$ cat src/rtl/mult_share_arbiter_if.sv
`default_nettype none
// ============================================================================
// Module   : mult_share_arbiter_if
// Brief    : Request/response/multiplier bundle for mult_share_arbiter.
// Revision : 1.0
// ============================================================================
interface mult_share_arbiter_if #(
    parameter int NUM_REQ   = 4,
    parameter int BIT_WIDTH = 3,
    parameter int OUT_WIDTH = 2 * BIT_WIDTH,
    parameter int ID_W      = 2
) ();
    logic [NUM_REQ-1:0]           req_valid;
    logic [NUM_REQ*BIT_WIDTH-1:0] req_data;
    logic [NUM_REQ-1:0]           req_ready;
    logic [BIT_WIDTH-1:0]         mul_inp;
    logic [OUT_WIDTH-1:0]         mul_out;
    logic                         rsp_valid;
    logic                         rsp_ready;
    logic [OUT_WIDTH-1:0]         rsp_data;
    logic [ID_W-1:0]              rsp_id;

    // Arbiter side
    modport slave (
        input  req_valid, req_data, mul_out, rsp_ready,
        output req_ready, mul_inp, rsp_valid, rsp_data, rsp_id
    );

    // Requesters, multiplier and response consumer side
    modport master (
        output req_valid, req_data, mul_out, rsp_ready,
        input  req_ready, mul_inp, rsp_valid, rsp_data, rsp_id
    );
endinterface
`default_nettype wire

$ cat src/rtl/mult_share_arbiter.sv
`default_nettype none
// ============================================================================
// Module   : mult_share_arbiter
// Brief    : Shares one slow combinational multiplier among NUM_REQ requesters;
//            macro MULT_SHARE_RR_EN selects round-robin instead of fixed priority.
// Revision : 1.0
// ============================================================================
module mult_share_arbiter #(
    parameter int NUM_REQ    = 4,
    parameter int BIT_WIDTH  = 3,
    parameter int OUT_WIDTH  = 2 * BIT_WIDTH,
    parameter int SETTLE_CYC = 2,
    parameter int ID_W       = 2
) (
    input  wire logic           clk,
    input  wire logic           rst,
    mult_share_arbiter_if.slave bus
);

    localparam int                CNT_W      = (SETTLE_CYC > 1) ? $clog2(SETTLE_CYC) : 1;
    localparam logic [CNT_W-1:0]  C_CNT_INIT = CNT_W'(SETTLE_CYC - 1);
    localparam logic [ID_W:0]     C_NUM_REQ  = (ID_W + 1)'(NUM_REQ);
    localparam logic [ID_W-1:0]   C_LAST     = ID_W'(NUM_REQ - 1);
    localparam logic [NUM_REQ-1:0] C_ONE     = NUM_REQ'(1);

    typedef enum logic [1:0] {
        S_IDLE   = 2'd0,
        S_SETTLE = 2'd1,
        S_RESP   = 2'd2
    } state_t;

    state_t                 r_state;
    state_t                 w_state_nxt;
    logic [BIT_WIDTH-1:0]   r_mul_inp;
    logic [BIT_WIDTH-1:0]   w_mul_inp_nxt;
    logic [ID_W-1:0]        r_rsp_id;
    logic [ID_W-1:0]        w_rsp_id_nxt;
    logic [OUT_WIDTH-1:0]   r_rsp_data;
    logic [OUT_WIDTH-1:0]   w_rsp_data_nxt;
    logic                   r_rsp_valid;
    logic                   w_rsp_valid_nxt;
    logic [CNT_W-1:0]       r_cnt;
    logic [CNT_W-1:0]       w_cnt_nxt;

    logic [BIT_WIDTH-1:0]   w_ops [NUM_REQ];
    logic [ID_W-1:0]        w_ptr;
    logic [ID_W:0]          w_idx;
    logic [ID_W-1:0]        w_gnt;
    logic                   w_found;
    logic                   w_accept;
    logic [NUM_REQ-1:0]     w_ready;

    for (genvar gi = 0; gi < NUM_REQ; gi++) begin : g_unpack
        assign w_ops[gi] = bus.req_data[gi*BIT_WIDTH +: BIT_WIDTH];
    end

`ifdef MULT_SHARE_RR_EN
    logic [ID_W-1:0] r_ptr;
    logic [ID_W-1:0] w_ptr_nxt;

    // Pointer moves just past the winner so it gets lowest priority next time
    always_comb begin
        w_ptr_nxt = r_ptr;
        if (w_accept) begin
            w_ptr_nxt = (w_gnt == C_LAST) ? '0 : w_gnt + 1'b1;
        end
    end

    always_ff @(posedge clk) begin
        if (rst) begin
            r_ptr <= '0;
        end else begin
            r_ptr <= w_ptr_nxt;
        end
    end

    assign w_ptr = r_ptr;
`else
    assign w_ptr = '0;
`endif

    // Circular search from the pointer; with a zero pointer this is plain
    // lowest-index-wins priority.
    always_comb begin
        w_found = 1'b0;
        w_gnt   = '0;
        w_idx   = '0;
        for (int k = 0; k < NUM_REQ; k++) begin
            w_idx = {1'b0, w_ptr} + (ID_W + 1)'(k);
            if (w_idx >= C_NUM_REQ) begin
                w_idx = w_idx - C_NUM_REQ;
            end
            if (!w_found && bus.req_valid[w_idx[ID_W-1:0]]) begin
                w_found = 1'b1;
                w_gnt   = w_idx[ID_W-1:0];
            end
        end
    end

    assign w_accept = (r_state == S_IDLE) && w_found && !rst;
    assign w_ready  = w_accept ? (C_ONE << w_gnt) : '0;

    always_comb begin
        w_state_nxt     = r_state;
        w_mul_inp_nxt   = r_mul_inp;
        w_rsp_id_nxt    = r_rsp_id;
        w_rsp_data_nxt  = r_rsp_data;
        w_rsp_valid_nxt = r_rsp_valid;
        w_cnt_nxt       = r_cnt;
        case (r_state)
            S_IDLE: begin
                if (w_accept) begin
                    w_mul_inp_nxt = w_ops[w_gnt];
                    w_rsp_id_nxt  = w_gnt;
                    w_cnt_nxt     = C_CNT_INIT;
                    w_state_nxt   = S_SETTLE;
                end
            end
            S_SETTLE: begin
                // Operand has been stable SETTLE_CYC cycles when the count hits zero
                if (r_cnt != '0) begin
                    w_cnt_nxt = r_cnt - 1'b1;
                end else begin
                    w_rsp_data_nxt  = bus.mul_out;
                    w_rsp_valid_nxt = 1'b1;
                    w_state_nxt     = S_RESP;
                end
            end
            S_RESP: begin
                if (r_rsp_valid && bus.rsp_ready) begin
                    w_rsp_valid_nxt = 1'b0;
                    w_state_nxt     = S_IDLE;
                end
            end
            default: begin
                w_state_nxt = S_IDLE;
            end
        endcase
    end

    always_ff @(posedge clk) begin
        if (rst) begin
            r_state     <= S_IDLE;
            r_mul_inp   <= '0;
            r_rsp_id    <= '0;
            r_rsp_data  <= '0;
            r_rsp_valid <= 1'b0;
            r_cnt       <= '0;
        end else begin
            r_state     <= w_state_nxt;
            r_mul_inp   <= w_mul_inp_nxt;
            r_rsp_id    <= w_rsp_id_nxt;
            r_rsp_data  <= w_rsp_data_nxt;
            r_rsp_valid <= w_rsp_valid_nxt;
            r_cnt       <= w_cnt_nxt;
        end
    end

    assign bus.req_ready = w_ready;
    assign bus.mul_inp   = r_mul_inp;
    assign bus.rsp_valid = r_rsp_valid;
    assign bus.rsp_data  = r_rsp_data;
    assign bus.rsp_id    = r_rsp_id;

endmodule
`default_nettype wire

$ cat src/flat_wrapper.sv
// flat-port wrapper written by rule: the top's interface ports become plain ports
module mult_share_arbiter_flat 
#(
    parameter int NUM_REQ    = 4,
    parameter int BIT_WIDTH  = 3,
    parameter int OUT_WIDTH  = 2 * BIT_WIDTH,
    parameter int SETTLE_CYC = 2,
    parameter int ID_W       = 2
)
  (clk, rst, bus_req_valid, bus_req_data, bus_mul_out, bus_rsp_ready, bus_req_ready, bus_mul_inp, bus_rsp_valid, bus_rsp_data, bus_rsp_id);
  mult_share_arbiter_if #(.NUM_REQ(NUM_REQ), .BIT_WIDTH(BIT_WIDTH), .OUT_WIDTH(OUT_WIDTH), .ID_W(ID_W)) bus_i ();
  input  wire logic clk;
  input  wire logic rst;
  input wire logic [$bits(bus_i.req_valid)-1:0] bus_req_valid;
  input wire logic [$bits(bus_i.req_data)-1:0] bus_req_data;
  input wire logic [$bits(bus_i.mul_out)-1:0] bus_mul_out;
  input wire logic [$bits(bus_i.rsp_ready)-1:0] bus_rsp_ready;
  output wire logic [$bits(bus_i.req_ready)-1:0] bus_req_ready;
  output wire logic [$bits(bus_i.mul_inp)-1:0] bus_mul_inp;
  output wire logic [$bits(bus_i.rsp_valid)-1:0] bus_rsp_valid;
  output wire logic [$bits(bus_i.rsp_data)-1:0] bus_rsp_data;
  output wire logic [$bits(bus_i.rsp_id)-1:0] bus_rsp_id;
  assign bus_i.req_valid = bus_req_valid;
  assign bus_i.req_data = bus_req_data;
  assign bus_i.mul_out = bus_mul_out;
  assign bus_i.rsp_ready = bus_rsp_ready;
  assign bus_req_ready = bus_i.req_ready;
  assign bus_mul_inp = bus_i.mul_inp;
  assign bus_rsp_valid = bus_i.rsp_valid;
  assign bus_rsp_data = bus_i.rsp_data;
  assign bus_rsp_id = bus_i.rsp_id;
  mult_share_arbiter #(.NUM_REQ(NUM_REQ), .BIT_WIDTH(BIT_WIDTH), .OUT_WIDTH(OUT_WIDTH), .SETTLE_CYC(SETTLE_CYC), .ID_W(ID_W)) u_core (.clk(clk), .rst(rst), .bus(bus_i));
endmodule
$ cat config.mk
export PLATFORM = sky130hd
export DESIGN_NAME = mult_share_arbiter_flat
export DESIGN_NICKNAME = d
export VERILOG_FILES = /design/src/rtl/mult_share_arbiter_if.sv /design/src/rtl/mult_share_arbiter.sv /design/src/flat_wrapper.sv
export SDC_FILE = /design/constraint.sdc
export NUM_CORES = 1
export LEC_CHECK = 0
export BUFFER_PORTS_ARGS = -buffer_cell sky130_fd_sc_hd__buf_2
export CORE_ASPECT_RATIO = 1.1
export CORE_UTILIZATION = 40
export DETAILED_ROUTE_END_ITERATION = 8
export PLACE_DENSITY = 0.74
export SLEW_MARGIN = 20
export SYNTH_ARGS = -nofsm -noshare
export SYNTH_HDL_FRONTEND = slang
export SYNTH_SLANG_ARGS = --single-unit
$ cat constraint.sdc
create_clock -name clk -period 1.3 [get_ports clk]
set_input_delay 0.325 -clock clk [delete_from_list [all_inputs] [get_ports clk]]
set_output_delay 0.325 -clock clk [all_outputs]
set_load 0.1 [all_outputs]
### Yosys cells after proc, flatten, opt, wreduce, memory -nomap -nowiden

Cells that the tools add are included.

| storage, ports and cells | value |
|---|---|
| memories | 0 |
| output and inout bits | 16 |
| input bits | 25 |
| memory bits (writable) | 0 |
| latch bits | 0 |
| flip-flop bits (word level) | 15 |
| memory bits (read-only) | 0 |

| cells by class | value |
|---|---|
| reductions and logical operators | 18 |
| bitwise operators | 2 |
| shift operators | 1 |
| $mul | 0 |
| mux-type cells | 21 |
| order comparisons | 1 |
| divide/modulo/power cells | 0 |
| $add $sub $neg | 1 |
| eq/ne operators | 5 |

Operator list:

| cell | count |
|---|---|
| 2-bit 2-to-1 mux | 5 |
| 1-bit 2-to-1 mux | 9 |
| 3-bit binary-select mux with 2-bit select | 1 |
| 1-bit logical AND | 6 |
| 3-bit 2-to-1 mux | 2 |
| 2-bit case mux with 3 select lines | 1 |
| 2-bit AND reduction | 3 |
| 3-bit AND reduction | 2 |
| 1-bit logical NOT | 4 |
| 4-bit 2-to-1 mux | 1 |
| 2-bit by 1-bit != test with 1-bit output (second input constant) | 2 |
| 1-bit case mux with 2 select lines | 2 |
| 2-bit nonzero test | 2 |
| 1-bit by 2-bit << shifter with 4-bit output (first input constant) | 1 |
| 3-bit >= comparator (second input constant) | 1 |
| 2-bit NOT with 3-bit output | 1 |
| 2-bit by 1-bit == test with 1-bit output (second input constant) | 1 |
| 2-bit == test (second input constant) | 1 |
| 2-bit logical NOT | 1 |
| 2-bit != test (second input constant) | 1 |
| 1-bit NOT | 1 |
| 1-bit subtractor (second input constant) | 1 |

### Depth between registers and ports, before layout

Gate-level depths: netlist (run 1).

| logic depth | value |
|---|---|
| depth in word-level cells | 14 |
| gate-level depth with buffers | 6 |

### Least setup slack after synthesis (run 1)

OpenSTA, ideal clock, no wires.

| path | value |
|---|---|
| kind | flip-flop to output port |
| from | register u_core.r_state[0] |
| to | output port bus_req_ready[1] |
| stages on the path, launching flop included | 5 |
| slack | -2.850 ns |
| data arrival time | 3.825 ns |
| path buffers | 1 |
| cells stage by stage | dfxtp_1 inv_1 ha_1 clkbuf_1 nor4bb_1 |

| between the ends | value |
|---|---|
| word-level cells in the longest chain between the ends | 4 |

Ends and longest elaborated chain:

| item | RTL line | text |
|---|---|---|
| start, declared | mult_share_arbiter.sv:32 | `state_t r_state;` |
| start signal, assigned | mult_share_arbiter.sv:150 | `r_state <= w_state_nxt;` |
| 2-bit logical NOT | mult_share_arbiter.sv:100 | `assign w_accept = (r_state == S_IDLE) && w_found && !rst;` |
| 1-bit logical AND (2 in series) | mult_share_arbiter.sv:100 |  |
| 4-bit 2-to-1 mux | mult_share_arbiter.sv:101 | `assign w_ready = w_accept ? (C_ONE << w_gnt) : '0;` |
| end, declared | flat_wrapper.sv:18 | `output wire logic [$bits(bus_i.req_ready)-1:0] bus_req_ready;` |

Every way passes these cells.

### Worst setup path in the final report (run 1)

| path | value |
|---|---|
| from | register u_core.r_state[1] |
| to | output port bus_req_ready[2] |

The elaborated chain is that of the path after synthesis.

==> impl_metrics.csv, run 1 <==
group,metric,value,unit
status,status,"finished, violations left",
status,violations,"setup timing",
cells_and_area,n_antenna_cell,0,
critical_path,start_kind,"flip-flop",
timing,hold_viol_final,0,
global_route,grt_first_pass_wirelength,4.28,mm
logic_synthesis,yosys.area.top_type,"dfxtp_1",
placement,numPlacedInstances,176,
power_and_ir_drop,peakVddDrop,1.88,mV
cells_and_area,nNetsFinal,193,
global_route,antenna_found_initial,0,
logic_synthesis,synth_edf_count,0,
route,route.detailed.drc,0,
cells_and_area,final_cell_count_no_fill,190,
floorplanning,die_h,50.1,um
power_and_ir_drop,leakage,0.000758,uW
logic_synthesis,ys_seq_elements,15,
clock_network,cts_tree,"done",
route,wire_per_inst,17.4,um
global_route,grt_pass1_vias,1018,
flow_run,maxCapViolCount,0,
logic_synthesis,syn_inst,92,
hold_path,hold_start,"bus_mul_out[4]",
placement,numPortBuffers,40,
floorplanning,rows,17,
critical_path,worstPathArrival,1430,ps
logic_synthesis,synth_ff_type,"dfxtp_1",
critical_path,worstRegToRegCells,8,
logic_synthesis,synthArstFlopShare,0,
timing,worst_slack,-453,ps
floorplanning,coreArea,2000,um2
global_route,track_usage,0.257,
cells_and_area,layout-drive-gt1-share,0.636,
timing,worst_pin_slew,371,ps
placement,pre_cts_slack,-249,ps
timing,fmax,570,MHz
timing,relSlewSlack,0.751,
cells_and_area,seqCellArea,312,um2
cells_and_area,fillers,109,
cells_and_area,multi_input_area,597,um2
clock_network,cts-buffers-inserted,3,
clock_network,ctsHtreeMaxLevel,1,
placement,gp_congestion,0.890,
timing,fin_crit,1750,ps
hold_path,hold_class,"in2reg",
timing,finClkSkew,3.61,ps
logic_synthesis,synth_area_leaders,"dfxtp_1 (36%), mux2i_1 (9.5%), ha_1 (7.4%)",
logic_synthesis,synth_top_cells_by_count,"dfxtp_1 (15), nor2_1 (10), mux2i_1 (8), inv_1 (7), ha_1 (5)",
logic_synthesis,yosysMostFrequentCell,"dfxtp_1",
route,dr.pass1.iters,4,
cells_and_area,fin_area,1720,um2
timing,drv_slew,0,
route,vias_per_cell,5.63,
logic_synthesis,netlist-cell-type-count,32,
critical_path,rr_startpoint,"u_core.r_state[1]",
floorplanning,die_width,45.7,um
route,routed_wl,3.31,mm
route,antenna_left,0,
logic_synthesis,post_synth.cell_area_avg,9.15,um2
clock_network,clock_sinks,15,
timing,rsz0062_at_grt,"true",
logic_synthesis,syn-cell-area,842,um2
hold_path,holdPathEnd,"u_core.bus.rsp_data[4]",
route,num_vias,1069,
clock_network,insertion_delay,280,ps
power_and_ir_drop,p_per_area,2430,nW/um2
floorplanning,start_util,0.421,
logic_synthesis,synth_top_area_frac,0.357,
critical_path,critical_path_class,"reg2out",
clock_network,cts-root-buf,"clkbuf_4",
global_route,grt_max_degree,10,
critical_path,cp.required,980,ps
timing,post-route-period-util,1.35,
clock_network,path_clk_slew,100,ps
floorplanning,dieArea,2290,um2
route,drt-initial-drc-count,36,
clock_network,clockBufferDepth,2,
cells_and_area,area_growth_syn_to_layout,104,%
hold_path,whs_path_depth,3,
critical_path,rr_endpoint,"u_core.bus.mul_inp[1]",
logic_synthesis,synth_nets,122,
placement,placed_cell_area,1540,um2
logic_synthesis,ys_seq_area_frac,0.357,
critical_path,critPathMaxFanout,7,
floorplanning,io_pins,41,
placement,dpl.hpwl,1.93,mm
clock_network,cts_hold_buf,0,
logic_synthesis,synth_warnings,0,
critical_path,reg2reg_slack,-320,ps
timing,setup_viol,19,
critical_path,crit_path_end_kind,"primary output",
global_route,grt_overflow,0,
==> registers in the layout, indices dropped and copies added, names as in the netlist <==
register              count
u_core.bus.rsp_id         2
u_core.bus.rsp_valid      1
u_core.bus.rsp_data       6
u_core.r_cnt              1
u_core.bus.mul_inp        3
u_core.r_state            2
==> area by class of cell <==
class                      count  area share
timing repair buffer          72       0.420
multi-input combinational     64       0.347
sequential                    15       0.181
tap                           28      0.0204
inverter                       7      0.0153
clock buffer                   3      0.0131
clock inverter                 1     0.00291
==> critical path, stage by stage (launching register included) <==
cell and delay, ps:
dfxtp_2 350, inv_2 80, ha_4 180, nand3b_1 140, nor3_4 190, buf_12 200
==> report_power, final <==
group	switching [uW]	internal [uW]
clock	155	114
combinational	1710	1360
sequential	187	646
==> worst max-delay path by stage <==
stage / from / endpoint / slack, ps / depth (start not counted)
global placement: bus_req_valid[2] / bus_req_ready[3] / -220 / 4
global route: u_core.r_state[1] / bus_req_ready[2] / -490 / 5
detailed placement: bus_req_valid[2] / bus_req_ready[3] / -250 / 4
finish: u_core.r_state[1] / bus_req_ready[2] / -450 / 5
CTS: u_core.r_state[1] / bus_req_ready[2] / -420 / 5
floorplan: u_core.r_state[1] / bus_req_ready[1] / -760 / 4
==> logic make-up after synthesis <==
family | synth area share
muxes | 0.0951
and+or+nand+nor | 0.195
buffers and inverters | 0.0654
AOI/OAI and AO/OA | 0.214
DFF | 0.357
adders and majority gates | 0.0743
==> routing by layer <==
metal,vias to the layer above,part of all wire,GRT usage,wire (um)
met2,73,0.53,0.505,1740
met4,0,0.037,0.0637,122
li1,477,-,-,-
met3,18,0.069,0.0366,229
met5,-,0,0,0
met1,501,0.37,0.266,1210
==> repair_timing <==
item,4_1_cts,5_1_grt
gates resized for setup,6,12
setup buffers,5,6
pin swaps,6,7
endpoints found under the setup margin,16,19
==> metrics by stage <==
| step | utilization | TNS, ps | hold slack [ps] | total power (uW) |
|---|---|---|---|---|
| after global placement | 0.771 | -1370 | 478 | 3260 |
| after floorplan | - | -2230 | 464 | 2390 |
| after CTS | 0.817 | -2400 | 281 | 3810 |
| after detailed placement | 0.771 | -1650 | 480 | 3360 |
| final | 0.859 | -3910 | 282 | 4170 |
| after global routing | 0.859 | -5020 | 316 | 4320 |
==> cells in the final DEF, fill, tap and decap left out, types with 2 or more instances in the layout <==
| master | n |
|---|---|
| a211oi_2 | 2 |
| a21o_1 | 3 |
| a22oi_1 | 3 |
| a311oi_1 | 4 |
| buf_12 | 18 |
| buf_2 | 24 |
| buf_4 | 26 |
| buf_6 | 4 |
| clkbuf_4 | 3 |
| dfxtp_1 | 8 |
| dfxtp_2 | 6 |
| ha_1 | 2 |
| ha_4 | 2 |
| inv_1 | 5 |
| inv_2 | 2 |
| mux2i_1 | 8 |
| nand2_1 | 2 |
| nand2b_1 | 4 |
| nor2_1 | 9 |
| o22ai_1 | 3 |
Note: power is estimated with default switching activity, not from simulation.
==> inputs of run 2 (changes only) <==
--- a/config.mk
+++ b/config.mk
@@ -6,10 +6,12 @@
 export NUM_CORES = 1
 export LEC_CHECK = 0
 export BUFFER_PORTS_ARGS = -buffer_cell sky130_fd_sc_hd__buf_2
+export CELL_PAD_IN_SITES_DETAIL_PLACEMENT = 0
+export CELL_PAD_IN_SITES_GLOBAL_PLACEMENT = 2
 export CORE_ASPECT_RATIO = 1.1
-export CORE_UTILIZATION = 40
+export CORE_UTILIZATION = 22
 export DETAILED_ROUTE_END_ITERATION = 8
-export PLACE_DENSITY = 0.74
+export PLACE_DENSITY_LB_ADDON = 0.1
 export SLEW_MARGIN = 20
 export SYNTH_ARGS = -nofsm -noshare
 export SYNTH_HDL_FRONTEND = slang
==> run 2 against run 1 <==
Critical endpoint unchanged. The flow still finishes with violations (setup timing). Core utilization fell by 40 points. Clock power rose by 49%. Via count fell by 15%. Highest routed layer unchanged. Clock skew barely moved. Largest cell class unchanged. Register-to-register slack improved by 100 ps. Setup slack improved by 110 ps. Wire length fell by 26%.
==> impl_metrics.csv, run 2 (synthesis results as in run 1) <==
group,metric,value,unit
clock_network,clock_sinks,15,
clock_network,insertion_delay,250,ps
global_route,grt_pass1_vias,900,
timing,fin_setup_tns,-2920,ps
floorplanning,dieArea,4080,um2
critical_path,crit_path_end_kind,"primary output",
timing,hold_viol_final,0,
floorplanning,io_pins,41,
route,routed_wl,2.46,mm
critical_path,worstRegToRegCells,7,
hold_path,holdPathEnd,"u_core.bus.rsp_data[2]",
power_and_ir_drop,leakage,0.000725,uW
cells_and_area,fillers,387,
timing,setup_viol,16,
power_and_ir_drop,peakVddDrop,0.863,mV
timing,worst_pin_slew,303,ps
cells_and_area,area_growth_syn_to_layout,99.0,%
cells_and_area,multi_input_area,568,um2
global_route,antenna_found_initial,0,
cells_and_area,n_antenna_cell,0,
floorplanning,die_h,66.9,um
timing,fin_crit,1640,ps
clock_network,ctsHtreeMaxLevel,1,
clock_network,path_clk_slew,70,ps
hold_path,hold_class,"in2reg",
global_route,grt_max_degree,18,
critical_path,rr_endpoint,"u_core.r_state[0]",
cells_and_area,final_cell_mix,"buf_4 (26), buf_2 (24), buf_12 (16)",
global_route,grt_overflow,0,
timing,finClkSkew,3.65,ps
cells_and_area,largest_register_ffs,6,
placement,numPlacedInstances,195,
placement,placed_cell_area,1520,um2
global_route,grt_first_pass_wirelength,4.02,mm
clock_network,clockBufferDepth,2,
timing,fmax,609,MHz
route,route.detailed.drc,0,
hold_path,hold_start,"bus_mul_out[2]",
floorplanning,start_util,0.230,
floorplanning,coreArea,3650,um2
critical_path,start_kind,"flip-flop",
power_and_ir_drop,p_per_area,2380,nW/um2
route,drt-initial-drc-count,30,
timing,relSlewSlack,0.796,
clock_network,cts_tree,"done",
timing,rsz0062_at_grt,"true",
cells_and_area,post-route-util,0.458,
cells_and_area,seqCellArea,312,um2
placement,numPortBuffers,40,
timing,worst_slack,-341,ps
floorplanning,rows,23,
flow_run,maxCapViolCount,0,
status,status,"finished, violations left",
clock_network,cts_hold_buf,0,
critical_path,worstPathArrival,1320,ps
route,wire_per_inst,11.8,um
hold_path,whs_path_depth,3,
critical_path,cp.required,980,ps
status,violations,"setup timing",
route,vias_per_cell,4.35,
clock_network,cts-root-buf,"clkbuf_8",
route,antenna_left,0,
critical_path,reg2reg_slack,-220,ps
cells_and_area,final_common_cell,"buf_4",
critical_path,rr_startpoint,"u_core.r_state[1]",
cells_and_area,nNetsFinal,189,
route,dr.pass1.iters,4,
route,num_vias,904,
cells_and_area,final_cell_count_no_fill,208,
critical_path,critical_path_class,"reg2out",
floorplanning,die_width,61.0,um
placement,dpl.hpwl,1.89,mm
clock_network,cts-buffers-inserted,3,
placement,gp_congestion,0.740,
cells_and_area,layout-drive-gt1-share,0.595,
timing,post-route-period-util,1.26,
timing,drv_slew,0,
global_route,track_usage,0.134,
critical_path,critPathMaxFanout,7,
cells_and_area,fin_area,1680,um2
==> run 2: cell count changes in the layout (fill, tap and decap cells not counted), moves of 2 or more <==
cell / previous run / this run
clkbuf_8: 0 / 3
clkbuf_4: 3 / 0
buf_12: 18 / 16
buf_6: 4 / 2
==> run 2: layer usage <==
metal  routed length [um]  GRT usage  vias up  part of all wire
met4                   17     0.0426        0            0.0069
li1                     -          -      463                 -
met1                 1100      0.166      417              0.45
met3                  105     0.0252        2             0.043
met2                 1240      0.231       22              0.50
met5                    0          0        -                 0
==> run 2: how the worst max path moves through the flow <==
| stage | startpoint | end | slack, ps |
|---|---|---|---|
| after floorplan | u_core.r_state[1] | bus_req_ready[1] | -760 |
| after global placement | bus_req_valid[1] | bus_req_ready[3] | -200 |
| after detailed placement | bus_req_valid[1] | bus_req_ready[3] | -250 |
| after CTS | u_core.r_state[1] | bus_req_ready[2] | -360 |
| after global routing | u_core.r_state[1] | bus_req_ready[2] | -420 |
| final | u_core.r_state[1] | bus_req_ready[2] | -340 |
==> run 2: critical path, cell delays in order (launching register included) <==
cell and delay (ps):
dfxtp_2 320, inv_2 70, ha_4 180, nand3b_1 120, nor3_4 170, buf_12 200
==> run 2: final cells by class <==
class,instances,share of cell area
clock buffers,3,0.0246
clock inverters,1,0.00448
inverters,7,0.0157
multi-input cells,64,0.339
flip-flops and latches,15,0.186
well taps,50,0.0373
repair buffers,68,0.393
==> run 2: power breakdown <==
| part | total, uW | internal, uW | switching [uW] | leakage [uW] |
|---|---|---|---|---|
| logic | 2770 | 1250 | 1520 | 0.000577 |
| clock network | 402 | 215 | 187 | 0.0000217 |
| registers | 811 | 647 | 165 | 0.000126 |
| total | 3980 | 2110 | 1880 | 0.000725 |
==> run 2: metrics by stage <==
stage          setup slack, ps  power, uW  hold WS (ps)
6_report                  -341       3980           315
5_1_grt                   -418       4220           332
4_1_cts                   -359       3940           310
3_5_place_dp              -248       3320           480
3_3_place_gp              -200       3290           479
2_1_floorplan             -762       2390           464
==> run 2: what timing repair did <==
| action | CTS | global route |
|---|---|---|
| setup endpoints to repair | 14 | 17 |
| pin swaps | 6 | 6 |
| buffers inserted | 8 | 4 |
| hold endpoints to repair | 0 | 0 |
| resized for setup | 8 | 4 |
